==> config.mk <==
export PLATFORM = sky130hd
export DESIGN_NAME = pu_fifo
export DESIGN_NICKNAME = d
export VERILOG_FILES = /design/src/rtl/pu_fifo.sv
export SDC_FILE = /design/constraint.sdc
export NUM_CORES = 1
export LEC_CHECK = 0
export ABC_CLOCK_PERIOD_IN_PS = 5610
export CAP_MARGIN = 30
export CORE_UTILIZATION = 45
export CTS_BUF_LIST = sky130_fd_sc_hd__clkbuf_4
export DETAILED_ROUTE_END_ITERATION = 8
export PLACE_DENSITY_LB_ADDON = 0.12
export SYNTH_ARGS = -nofsm -noshare
export SYNTH_HDL_FRONTEND = slang
export SYNTH_SLANG_ARGS = --single-unit
==> constraint.sdc <==
create_clock -name clk -period 5.61 [get_ports clk]
set_input_delay 0.8415 -clock clk [delete_from_list [all_inputs] [get_ports clk]]
set_output_delay 0.8415 -clock clk [all_outputs]
set_load 0.005 [all_outputs]
==> src/rtl/pu_fifo.sv <==
// Bus-attached queue PU: push on signal_wr, replay in order on signal_oe.
// Optional PU_FIFO_ERR_ATTR_EN flags underflow/overflow on attr_out[0].
module pu_fifo #(
  parameter int DATA_WIDTH = 32,
  parameter int ATTR_WIDTH = 4,
  parameter int DEPTH      = 8,
  parameter int ADDR_WIDTH = 3
) (
  input  logic                  clk,
  input  logic                  rst_n,
  input  logic                  signal_wr,
  input  logic [DATA_WIDTH-1:0] data_in,
  input  logic [ATTR_WIDTH-1:0] attr_in,
  input  logic                  signal_oe,
  input  logic                  signal_clr,
  output logic [DATA_WIDTH-1:0] data_out,
  output logic [ATTR_WIDTH-1:0] attr_out,
  output logic [ADDR_WIDTH:0]   count,
  output logic                  full,
  output logic                  empty,
  output logic                  overflow,
  output logic                  underflow
);

  localparam int EW = ATTR_WIDTH + DATA_WIDTH;
  localparam logic [ADDR_WIDTH:0] FULL_CNT = (ADDR_WIDTH+1)'(DEPTH);

  logic [EW-1:0]         mem_q [DEPTH];
  logic [ADDR_WIDTH-1:0] wr_q, wr_d;
  logic [ADDR_WIDTH-1:0] rd_q, rd_d;
  logic [ADDR_WIDTH:0]   cnt_q, cnt_d;
  logic                  ovf_q, ovf_d;
  logic                  unf_q, unf_d;
  logic [DATA_WIDTH-1:0] dout_q, dout_d;
  logic [ATTR_WIDTH-1:0] aout_q, aout_d;
  logic                  do_push, do_pop;

  assign full  = (cnt_q == FULL_CNT);
  assign empty = (cnt_q == '0);

  // A pop frees a slot, so a push into a full queue survives it.
  assign do_pop  = signal_oe & ~empty & ~signal_clr;
  assign do_push = signal_wr & (~full | do_pop) & ~signal_clr;

  always_comb begin
    wr_d   = wr_q;
    rd_d   = rd_q;
    cnt_d  = cnt_q;
    ovf_d  = ovf_q;
    unf_d  = unf_q;
    dout_d = '0;
    aout_d = '0;
    if (signal_clr) begin
      wr_d  = '0;
      rd_d  = '0;
      cnt_d = '0;
      ovf_d = 1'b0;
      unf_d = 1'b0;
    end else begin
      if (do_pop) begin
        {aout_d, dout_d} = mem_q[rd_q];
        rd_d = rd_q + ADDR_WIDTH'(1);
`ifdef PU_FIFO_ERR_ATTR_EN
        if (ovf_q) aout_d[0] = 1'b1;
`endif
      end
      if (signal_oe && empty) begin
        unf_d = 1'b1;
`ifdef PU_FIFO_ERR_ATTR_EN
        aout_d = ATTR_WIDTH'(1);
`endif
      end
      if (do_push) wr_d = wr_q + ADDR_WIDTH'(1);
      if (signal_wr && !do_push) ovf_d = 1'b1;
      cnt_d = cnt_q + (ADDR_WIDTH+1)'(do_push)
                    - (ADDR_WIDTH+1)'(do_pop);
    end
  end

  always_ff @(posedge clk or negedge rst_n) begin
    if (!rst_n) begin
      wr_q   <= '0;
      rd_q   <= '0;
      cnt_q  <= '0;
      ovf_q  <= 1'b0;
      unf_q  <= 1'b0;
      dout_q <= '0;
      aout_q <= '0;
    end else begin
      wr_q   <= wr_d;
      rd_q   <= rd_d;
      cnt_q  <= cnt_d;
      ovf_q  <= ovf_d;
      unf_q  <= unf_d;
      dout_q <= dout_d;
      aout_q <= aout_d;
    end
  end

  always_ff @(posedge clk) begin
    if (do_push) mem_q[wr_q] <= {attr_in, data_in};
  end

  assign data_out  = dout_q;
  assign attr_out  = aout_q;
  assign count     = cnt_q;
  assign overflow  = ovf_q;
  assign underflow = unf_q;

endmodule
==> results of run 1 <==
## kinds of logic (layout without fill, tap and decap cells)
family | Yosys count | count (layout)
AO/OA/AOI/OAI | 50 | 50
buffers and inverters | 33 | 267
multiplexers | 76 | 76
adder cells (fa/ha/maj) | 9 | 9
XOR/XNOR | 1 | 1
AND/OR/NAND/NOR | 38 | 38
flip-flops | 336 | 336
other | 0 | 1
## registers in the layout (all words and copies together), names as in the netlist
register	count
overflow	1
data_out	32
wr_q	3
underflow	1
rd_q	3
attr_out	4
mem_q	288
count	4
## final cells by class
cell class / count / area [sq um]
Timing Repair Buffer: 101 / 1070
Fill cell: 2137 / 12000
Clock inverter: 21 / 134
Clock buffer: 136 / 1020
Inverter: 9 / 36.3
Antenna cell: 1 / 2.50
Tap cell: 372 / 465
Sequential cell: 336 / 9860
Multi-Input combinational cell: 174 / 2550
## placed cells by master, fill, tap and decap left out, drive strengths merged, types with 2 or more instances in the layout
cell type / instances
o211ai: 2
edfxtp: 288
nand2: 2
inv: 11
o21ai: 4
buf: 18
ha: 8
clkdlybuf4s50: 83
a22o: 36
clkinv: 17
nand2b: 6
or3b: 3
dfrtp: 48
mux4: 72
nand3: 2
nor2b: 6
a21oi: 5
bufinv: 2
mux2: 3
clkbuf: 136
nor3b: 2
nor3: 3
nor2: 13
## routing by layer
metal	vias up	track usage (%)	part of all wire [%]
met4	0	5.48	1.1
met2	189	29.6	50
met5	-	0	0
met3	23	5.04	6.6
met1	3162	24.2	43
li1	2672	-	-
## power by group
group | total, W | switching (W) | internal [W]
Combinational | 0.000887 | 0.000388 | 0.000499
Clock | 0.00212 | 0.000928 | 0.00119
Sequential | 0.00296 | 0.000113 | 0.00284
Total | 0.00596 | 0.00143 | 0.00453
## stage by stage
step | instance area [sq um] | std cells | setup WS [ns]
after global placement | 13800 | 985 | 1.65
after global routing | 15100 | 1150 | 2.20
after CTS | 15100 | 1149 | 2.27
final | 15100 | 1150 | 2.35
after detailed placement | 14000 | 992 | 1.78
after floorplan | 12600 | 543 | 1.18
## worst paths after layout
check / to / slack [ns] / depth (start not counted)
worst min-delay path: data_out[27] / 0.34 / 2
worst max register to register: mem_q[2][7] / 2.82 / 7
worst min register to register: overflow / 0.51 / 2
worst max-delay path: empty / 2.35 / 5
min in group clk: overflow / 0.51 / 2
max in group asynchronous: rd_q[0] / 4.69 / 2
==> run summary, run 1 <==
delay of the slowest cell on the worst path - 0.51 ns
Synth warnings - 0
P&R area growth vs syn - 20.3%
Total Power - 0.00596 W
period utilization - 58.1%
Fmax achieved - 307 MHz
# nets final - 756
#FFs+latches synth - 336
Final Critical Period - 3.26 ns
CTS max path bufs - 3
Core Util, Final - 55.7%
Starting Density - 46.3%
Die H - 169 um
die width - 169 um
Tightest Pin Transition - 0.908 ns
CTS tree - built
syn avg cell area - 23.2 sq um
io pins - 85
layout cells sized above 1 - 29.6%
Final ANT Viol Nets - 0
final wirelength - 24,600 um
Synth Area in Simple Gates - 1.82%
post-DR wirelength/cell - 21.4 um
vias in the first global route - 6,706
Netlist cell types - 37
HP Class - in -> async
Port Buffer Count - 84
gr usage total - 18.2%
Setup TNS - 0 ns
DR vias - 6,046
Critical Path Start - count[2]
Clock H-tree levels - 3
Worst-Skew Late Latency - 0.66 ns
WP data required - 4.77 ns
Synth Area in Adders - 0.955%
crit path buf inv count - 3
top cells by area, synth - edfxtp_1 (69%), dfrtp_1 (9.5%), mux4_2 (9.5%)
largest net degree at the start of global routing - 51
total gr overflow - 0
post-cts repair resize count - 0
Power Density - 394 nW/um^2
Critical Path Fanout Max - 8
maximum vdd drop - 0.141 mV
Synth Area in Compound Gates - 3.15%
clk_skew - 0.0208 ns
static leakage - 5.18 nW
Max Cap Viol - 0
reg-to-reg startpoint - count[2]
XOR/XNOR Fraction of Synth Area - 0.0696%
Worst EP arrival - 2.42 ns
Post-Syn Instances - 543
most frequent cell after synthesis - edfxtp_1
Post-synth EDFFs - 288
Clock Sink Count - 336
Worst-path clk slew - 0.06 ns
main combinational cell family by area after synthesis - multiplexers
RSZ-0062 raised after global routing - no
GPL Wtd Cong - 0.772
CTS buffer count - 84
area leader, netlist - edfxtp_1
CP delay by family, top - buffers and inverters
CTS Root Cell - clkbuf_4
# setup viols final - 0
Pins Over Slew Limit - 0
die area - 28,600 sq um
CP Cell Sequence - inv_1 -> ha_1 -> or3b_4 -> inv_4 -> clkdlybuf4s50_1
synth cell count leaders - edfxtp_1 (288), mux4_2 (53), dfrtp_1 (48), a22o_1 (36), mux4_1 (19)
Final HPWL DP - 14,200 um
first-pass GRT wire length - 38,400 um
CP Capture Type - output pin
core area - 27,200 sq um
CTS Hold Bufs - 0
crit path kind - reg -> out
Site Rows - 60
Via density - 5.26
Hold WS - 0.339 ns
slowest cell on the critical path - clkdlybuf4s50_1
multiplexer area fraction after synthesis - 13.8%
# Post-CTS Setup Buffers - 0
top cell type's share of synthesized area - 68.8%
final hold violations - 0
sequential share of the synthesized area - 78.3%
ys flop type - edfxtp_1
Net Count, Synth - 593
Worst setup SP type - register
First DRT Iteration DRCs - 420
DRT Pass-1 Iters - 4
DRC errors left - 0
Cell Area, Synth - 12,600 sq um
Slew HR - 39.4%
fraction of registers with async set/reset - 14.3%
status - completed
initial antenna violation count - 1
No activity file was read; power rests on OpenSTA's default activity.
==> run 2, diff against run 1 <==
- ABC_CLOCK_PERIOD_IN_PS: 5610 -> 2800
- clock period: 5.61 -> 2.8 ns (I/O delays scaled with it)
==> run 2 against run 1 <==
Utilization rose by 0.84 points. Setup slack lost 2.2 ns. Hold slack lost 0.070 ns. Design area is 1.5% higher. Largest cell class unchanged. Global-route usage fell by 0.51 points. Critical path depth did not move. Sequential share of layout area is 0.97 points lower. Critical path type unchanged.
==> run summary, run 2 (synthesis gave the netlist of run 1 again) <==
Setup TNS - 0 ns (unchanged)
Clock power frac - 35.4% (about the same)
layout cells sized above 1 - 31.1% (+1.5 points)
Worst Slack Setup Final - 0.110 ns (-2.24 ns)
Reg2Reg Depth - 12 (+5)
# setup viols final - 0 (unchanged)
RSZ-0062 raised after global routing - no
Port Buffer Count - 84 (unchanged)
CTS buffer count - 85 (+1.2%)
Reg power frac - 48.5% (-1.1 points)
status - completed
Starting Density - 46.3% (unchanged)
vias in the first global route - 6,605 (-1.5%)
reg-to-reg startpoint - count[2]
most frequent cells in the layout - edfxtp_1 (288), clkbuf_4 (128), clkdlybuf4s50_1 (82), mux4_2 (53), dfrtp_1 (46)
P&R area growth vs syn - 22.2%
Worst-path clk slew - 0.07 ns (about the same)
crit path kind - reg -> out
Fmax achieved - 372 MHz
Worst-Skew Late Latency - 0.67 ns (about the same)
HP Class - in -> async
Pins Over Slew Limit - 0 (unchanged)
Die H - 169 um (unchanged)
initial antenna violation count - 1 (unchanged)
Logic pwr share - 16.1% (+1.2 points)
crit path buf inv count - 3 (unchanged)
static leakage - 5.27 nW (+1.8%)
Worst EP arrival - 2.27 ns (-0.15 ns)
clk_skew - 0.0385 ns (+0.0177 ns)
WP data required - 2.38 ns (-2.39 ns)
Final HPWL DP - 13,400 um (-5.3%)
Layout Cells excl Fill - 1,164 (+1.2%)
Largest Register - mem_q
Power Density - 789 nW/um^2 (+100%)
final instance area - 15,400 sq um (+1.5%)
core area - 27,200 sq um (unchanged)
R2R Path End - count[3]
Worst R2R Setup Slack - 0.14 ns (-2.68 ns)
DP Worst Slack - 0.124 ns (-1.65 ns)
largest net degree at the start of global routing - 75 (+47%)
io pins - 85 (unchanged)
maximum vdd drop - 0.330 mV (+130%)
die width - 169 um (unchanged)
First DRT Iteration DRCs - 338 (-20%)
Placed Instances - 1,005 (+1.3%)
Site Rows - 60 (unchanged)
Hold WS - 0.269 ns (-0.0703 ns)
most common cell after layout, fill and taps aside - edfxtp_1
gr usage total - 17.7% (-0.51 points)
GPL Wtd Cong - 0.769 (-0.49%)
Tightest Pin Transition - 0.988 ns (+0.0801 ns)
CTS tree - built
CP delay by family, top - buffers and inverters
first-pass GRT wire length - 37,400 um (-2.5%)
# nets final - 775 (+2.5%)
Max Cap Viol - 0 (unchanged)
Critical Path Fanout Max - 3 (-5)
Clock Sink Count - 336 (unchanged)
CTS Root Cell - clkbuf_4
post-DR wirelength/cell - 20.7 um (-3.3%)
Final ANT Viol Nets - 0 (unchanged)
CP Capture Type - output pin
CP Cell Sequence - inv_2 -> ha_2 -> or3b_4 -> inv_6 -> clkdlybuf4s50_1
DRT Pass-1 Iters - 4 (unchanged)
final wirelength - 24,100 um (-2.2%)
Net Sw Power - 0.00285 W (+100%)
DRC errors left - 0 (unchanged)
max FFs per register - 288 (unchanged)
delay of the slowest cell on the worst path - 0.49 ns (-0.02 ns)
period utilization - 96.1%
CTS max path bufs - 3 (unchanged)
Via density - 5.19 (-1.3%)
final hold violations - 0 (unchanged)
switching part of the total - 23.5% (-0.45 points)
DR vias - 6,042 (-0.066%)
total gr overflow - 0 (unchanged)
slowest cell on the critical path - clkdlybuf4s50_1
Int Pwr - 0.00927 W (+100%)
Worst setup SP type - register
area post-placement - 14,100 sq um (+1.2%)
Slew HR - 33.9% (-5.6 points)
Clock H-tree levels - 3 (unchanged)
Final Critical Period - 2.69 ns
die area - 28,600 sq um (unchanged)
run 2: cell types whose count changed in the layout (fill, tap and decap cells not counted), moves of 3 or more:
cell,change
buf_12,+9
buf_16,-3
buf_4,+11
clkbuf_4,-8
clkinv_1,-3
diode_2,+4
inv_6,+3
run 2: metrics by stage:
step,total power [W],util [%]
6_report,0.0121,56.5
5_1_grt,0.0127,56.5
4_1_cts,0.0123,56.4
3_5_place_dp,0.00791,52.0
3_3_place_gp,0.00787,52.0
2_1_floorplan,0.00719,-
run 2: how the worst max path moves through the flow:
stage               start     endpoint  slack, ns  cells past startpoint
5_1_grt          count[2]        empty      0.002                      5
2_1_floorplan    count[2]  mem_q[2][0]      -0.28                      5
6_report         count[2]        empty       0.11                      5
4_1_cts          count[2]        empty       0.02                      5
3_3_place_gp   signal_clr  mem_q[3][8]       0.15                      6
3_5_place_dp   signal_clr  mem_q[3][5]       0.12                      6
run 2: layer usage:
layer  routed length, um  up-vias  track usage, %
met4                 214        0            5.64
met1               10700     3172            23.6
met2               12100      150            29.0
li1                    -     2702               -
met5                   0        -               0
met3                1150       18            4.38
run 2: power groups by stage:
stage	registers, W	logic (W)	clock network [W]
2_1_floorplan	0.00589	0.00130	0
3_3_place_gp	0.00598	0.00190	0
3_5_place_dp	0.00599	0.00193	0
4_1_cts	0.00588	0.00196	0.00445
5_1_grt	0.00591	0.00211	0.00471
6_report	0.00588	0.00195	0.00429
run 2: cell type report:
type | count | area (sq um)
diodes | 5 | 12.5
fillers | 2137 | 11800
clock inverters | 21 | 200
repair buffers | 119 | 1270
clock buffers | 128 | 961
inverters | 9 | 38.8
multi-input cells | 174 | 2560
flip-flops and latches | 336 | 9860
well taps | 372 | 465
run 2: repair_timing:
| action | CTS | global route |
|---|---|---|
| endpoints found under the setup margin | 2 | 2 |
| endpoints found under the hold margin | 15 | 0 |
| hold buffers | 1 | 0 |
| buffers inserted | 1 | 3 |
| cloned | 0 | 0 |
| gates resized for setup | 3 | 2 |
